`config.mk`:
```
export PLATFORM = sky130hd
export DESIGN_NAME = skew_feed_ctrl
export DESIGN_NICKNAME = d
export VERILOG_FILES = /design/src/rtl/skew_feed_ctrl.sv
export SDC_FILE = /design/constraint.sdc
export NUM_CORES = 1
export LEC_CHECK = 0
export BUFFER_PORTS_ARGS = -buffer_cell sky130_fd_sc_hd__buf_2
export CAP_MARGIN = 10
export CORE_ASPECT_RATIO = 1.2
export CORE_MARGIN = 1.5
export CORE_UTILIZATION = 40
export CTS_BUF_LIST = sky130_fd_sc_hd__clkbuf_4
export CTS_CLUSTER_SIZE = 25
export DETAILED_ROUTE_END_ITERATION = 8
export GPL_ROUTABILITY_DRIVEN = 1
export GPL_TIMING_DRIVEN = 0
export SYNTH_ARGS = -nofsm -noshare
export SYNTH_HDL_FRONTEND = slang
export SYNTH_SLANG_ARGS = --single-unit
```
`constraint.sdc`:
```
create_clock -name clk -period 2.8 [get_ports clk]
set_clock_uncertainty 0.1 [all_clocks]
set_input_delay 0.28 -clock clk [delete_from_list [all_inputs] [get_ports clk]]
set_output_delay 0.28 -clock clk [all_outputs]
set_load 0.03 [all_outputs]
```
`src/rtl/skew_feed_ctrl.sv`:
```
// skew_feed_ctrl: burst sequencer feeding a systolic array edge.
// Lane i of each accepted beat is delayed i extra cycles (diagonal skew).
module skew_feed_ctrl #(
  parameter int data_size = 16,
  parameter int size      = 4,
  parameter int len_w     = 16
) (
  input  logic                      clk,
  input  logic                      reset,
  input  logic                      start,
  input  logic [len_w-1:0]          len,
  input  logic                      in_valid,
  output logic                      in_ready,
  input  logic [data_size*size-1:0] bus_in,
  output logic [data_size*size-1:0] bus_out,
  output logic [size-1:0]           lane_valid,
  output logic                      busy,
  output logic                      done
);

  localparam int dw = $clog2(size + 1);

  typedef enum logic [1:0] {
    IDLE,
    STREAM,
    DRAIN,
    DONE
  } state_t;

  state_t           state;
  state_t           state_n;
  logic [len_w-1:0] len_q;
  logic [len_w-1:0] beat_cnt;
  logic [dw-1:0]    drain_cnt;
  logic             stream;
  logic             accept;
  logic             last_beat;
  logic             launch;

  assign stream    = (state == STREAM);
  assign in_ready  = stream;
  assign busy      = (state != IDLE);
  assign done      = (state == DONE);
  assign accept    = in_valid & stream;
  assign last_beat = accept && ((beat_cnt + len_w'(1)) == len_q);
  assign launch    = (state == IDLE) && start && (len != '0);

  always_ff @(posedge clk) begin
    if (reset) begin
      state <= IDLE;
    end else begin
      state <= state_n;
    end
  end

  always_comb begin
    state_n = state;
    unique case (state)
      IDLE: begin
        if (start) begin
          state_n = (len != '0) ? STREAM : DONE;
        end
      end
      STREAM: begin
        if (last_beat) begin
          state_n = DRAIN;
        end
      end
      DRAIN: begin
        if (drain_cnt == dw'(1)) begin
          state_n = DONE;
        end
      end
      DONE: begin
        state_n = IDLE;
      end
      default: begin
        state_n = IDLE;
      end
    endcase
  end

  always_ff @(posedge clk) begin
    if (reset) begin
      len_q     <= '0;
      beat_cnt  <= '0;
      drain_cnt <= '0;
    end else begin
      if (launch) begin
        len_q    <= len;
        beat_cnt <= '0;
      end else if (accept) begin
        beat_cnt <= beat_cnt + len_w'(1);
      end
      if (last_beat) begin
        drain_cnt <= dw'(size);
      end else if (state == DRAIN) begin
        drain_cnt <= drain_cnt - dw'(1);
      end
    end
  end

  // Bubbles enter as zero data so invalid lanes read zero at the output.
  for (genvar i = 0; i < size; i++) begin : g_lane
    logic [data_size-1:0] pipe [i+1];
    logic [i:0]           vld;

    always_ff @(posedge clk) begin
      if (reset) begin
        for (int k = 0; k <= i; k++) begin
          pipe[k] <= '0;
        end
        vld <= '0;
      end else begin
        pipe[0] <= accept ? bus_in[data_size*i +: data_size] : '0;
        vld[0]  <= accept;
        for (int k = 1; k <= i; k++) begin
          pipe[k] <= pipe[k-1];
          vld[k]  <= vld[k-1];
        end
      end
    end

    assign bus_out[data_size*i +: data_size] = pipe[i];
    assign lane_valid[i]                     = vld[i];
  end

endmodule

```
==> impl_metrics.json <==
{
  "syn_avg_cell_area_um2": 10.7,
  "crit_arrival_ns": 3.05,
  "ys_ff_latch": 201,
  "dpl_cell_area_mm2": 0.00772,
  "cts_buffers": 48,
  "grt_pass1_wl_um": 23000,
  "routed_via_density": 4.38,
  "grt_usage_pct": 16.7,
  "crit_path_max_incr_delay_ns": 0.42,
  "cp-start-kind": "flop",
  "powerDensity_mw_per_mm2": 690,
  "hold_violations": 0,
  "place_hpwl_um": 10000,
  "drv_slew": 0,
  "syn_to_final_growth_pct": 37.8,
  "syn_nets": 717,
  "timing.fmax_mhz": 377,
  "cts-root-buf": "clkbuf_4",
  "crit_family": "compound AO/OA/AOI/OAI gates",
  "dr.first_iter.drc_count": 190,
  "cts_buffer_depth": 3,
  "drc_errors": 0,
  "vias": 5068,
  "die_area_mm2": 0.0175,
  "synth_area_mm2": 0.00668,
  "nets": 1003,
  "maxSlewHeadroom_pct": 49.8,
  "power.share.sequential_pct": 48.3,
  "grt_antenna_before_repair": 1,
  "worstPathRequired_ns": 3.20,
  "fin_area_mm2": 0.00920,
  "status": "complete, no violations",
  "p_total_mw": 6.35,
  "clock_power_share_pct": 37.9,
  "clk_pin_slew_ns": 0.06,
  "pre_cts_ws_ns": -0.168,
  "htree_num_levels": 2,
  "yosysUniqueCellTypes": 33,
  "fin_crit_ns": 2.65,
  "fin_setup_tns_ns": 0,
  "synth_warnings": 0,
  "ios": 155,
  "layout-drive-gt1-share_pct": 29.2,
  "p_int_mw": 4.74,
  "routabilityCongestion": 0.879,
  "first_pass_iters": 5,
  "path_cells": "ha_1, nand3_1, o21ai_0, a2111oi_1, o21ai_1, nor4_2, nand4_1, a221o_2, mux2i_1",
  "clock_sinks": 201,
  "route.final.wire_length_um": 14800,
  "num_rows": 51,
  "antenna_left": 0,
  "io_buffers": 154,
  "critPathBufInv": 0,
  "die_h_um": 145,
  "fin_crit_sh_pct": 94.6,
  "worstMarginPinSlew_ns": 0.754,
  "synthCells": 625,
  "core_area_mm2": 0.0163,
  "grt_max_degree": 15,
  "p_comb_share_pct": 13.7,
  "synth-seq-area-share_pct": 60.2,
  "clkLatencyLatePin_ns": 0.63,
  "setup_ws_ns": 0.150,
  "p_leak_nw": 4.42,
  "die_x_um": 121,
  "critPathMaxFanout": 4,
  "wire_per_inst_um": 12.8,
  "ir_drop_mv": 0.376,
  "initial_utilization_pct": 41.1,
  "cap_viol_max_count": 0,
  "cp_slowest_cell": "a221o_2",
  "finalSetupViolCount": 0,
  "grt_pass1_vias": 5023,
  "hold_path_class": "in -> reg",
  "cts_tree": "yes",
  "power.switching_mw": 1.62,
  "grt_overflow": 0,
  "end_kind": "flop",
  "critical_path_class": "reg -> reg",
  "sw_frac_of_total_pct": 25.5
}
layer usage:
| layer | part of all wire, % | global-route usage [%] | vias up |
|---|---|---|---|
| met3 | 5.8 | 4.50 | 36 |
| li1 | - | - | 2581 |
| met4 | 2.4 | 7.31 | 0 |
| met1 | 42 | 18.4 | 2299 |
| met5 | 0 | 0 | - |
| met2 | 50 | 29.9 | 152 |
worst paths after layout:
path | startpoint | end | slack [ns] | depth (start not counted)
min reg2reg | g_lane[1].pipe[0][2]$_SDFF_PP0_ | g_lane[1].pipe[0][18]$_SDFF_PP0_ | 0.32 | 1
min | len[1] | state[1]$_SDFFE_PP0P_ | 0.1 | 6
max | beat_cnt[0]$_SDFFE_PP0P_ | state[0]$_SDFFE_PP0P_ | 0.15 | 9
max reg2reg | beat_cnt[0]$_SDFFE_PP0P_ | state[0]$_SDFFE_PP0P_ | 0.15 | 9
tightest hold or removal path: stages:
cell	delay (ns)
buf_2	0.09
nor4_2	0.06
nand4_1	0.12
mux2i_1	0.09
nand2_1	0.07
mux2i_1	0.06
cell type report:
| class | instances | area (um2) |
|---|---|---|
| Clock inverter | 7 | 62.6 |
| Timing Repair Buffer | 237 | 1600 |
| Fill cell | 1423 | 7070 |
| Antenna cell | 1 | 2.50 |
| Inverter | 9 | 33.8 |
| Tap cell | 212 | 265 |
| Buffer | 70 | 388 |
| Sequential cell | 201 | 4020 |
| Multi-Input combinational cell | 344 | 2250 |
| Clock buffer | 77 | 578 |
kinds of logic after synthesis:
group	Yosys count	synth area share [%]
compound gates	15	1.42
xor+xnor	40	5.24
fa+ha+maj	8	1.50
buf+inv	80	6.37
flops	201	60.2
mux	20	3.00
simple gates	261	22.2
flip-flops by register name (all words and copies together), names as in the netlist:
signal       cells
beat_cnt        16
drain_cnt        3
len_q           16
state            2
g_lane.pipe    160
g_lane.vld       4
placed cells by master, fill, tap and decap left out, types with 2 or more instances in the layout:
cell / Yosys / routed
inv_1: 9 / 9
and3_1: 69 / 69
xnor2_1: 15 / 15
and2_1: 6 / 6
nor2_1: 40 / 40
clkinv_1: 0 / 3
nand3_1: 7 / 7
a21oi_1: 3 / 3
o21ai_0: 4 / 4
nor2b_1: 99 / 99
buf_1: 2 / 2
nor3_1: 2 / 2
nand2_1: 18 / 18
xor2_1: 25 / 25
buf_4: 33 / 34
ha_1: 8 / 8
nand4_1: 9 / 9
dlygate4sd3_1: 0 / 82
a31oi_1: 3 / 3
clkbuf_4: 0 / 77
dfxtp_1: 201 / 201
nor4_2: 0 / 3
nor4_1: 5 / 2
clkbuf_1: 35 / 34
buf_2: 1 / 155
mux2i_1: 20 / 20
power by group through the flow:
stage	registers, mW	clock network (mW)	logic (mW)
6_report	3.07	2.41	0.871
5_1_grt	3.09	2.66	0.949
4_1_cts	3.07	2.49	0.868
3_5_place_dp	3.14	0	0.775
3_3_place_gp	3.13	0	0.747
2_1_floorplan	3.15	0	0.508
through the flow:
step / utilization [%] / hold slack, ns / instances
finish: 56.6 / 0.0959 / 1158
global placement: 47.4 / 0.318 / 991
detailed placement: 47.4 / 0.320 / 991
global route: 56.6 / 0.0538 / 1158
floorplan: - / 0.314 / 625
CTS: 56.4 / 0.0882 / 1157
Yosys cell counts:
library cell	instances	share of area, %
dfxtp_1	201	60
nor2b_1	99	9.3
and3_1	69	6.5
nor2_1	40	2.2
clkbuf_1	35	2.0
buf_4	33	3.7
xor2_1	25	3.3
mux2i_1	20	3.0
nand2_1	18	1.0
xnor2_1	15	2.0
inv_1	9	0.51
nand4_1	9	0.84
ha_1	8	1.5
nand3_1	7	0.52
and2_1	6	0.56
nor4_1	5	0.47
o21ai_0	4	0.30
a21oi_1	3	0.22
a31oi_1	3	0.28
buf_1	2	0.11
nor3_1	2	0.15
a2111oi_0	1	0.13
a211oi_1	1	0.11
a221o_2	1	0.17
and4_1	1	0.13
and4_2	1	0.15
buf_2	1	0.075
nand2b_1	1	0.094
nor4b_1	1	0.13
o21ai_1	1	0.075
o41ai_1	1	0.13
or2_2	1	0.094
or3_1	1	0.094
what timing repair did:
item	CTS	global route
gates resized for setup	0	4
hold buffers	82	0
hold endpoints to repair	83	0
buffers inserted	0	1
endpoints found under the setup margin	0	12
No activity file was read; power rests on OpenSTA's default activity.
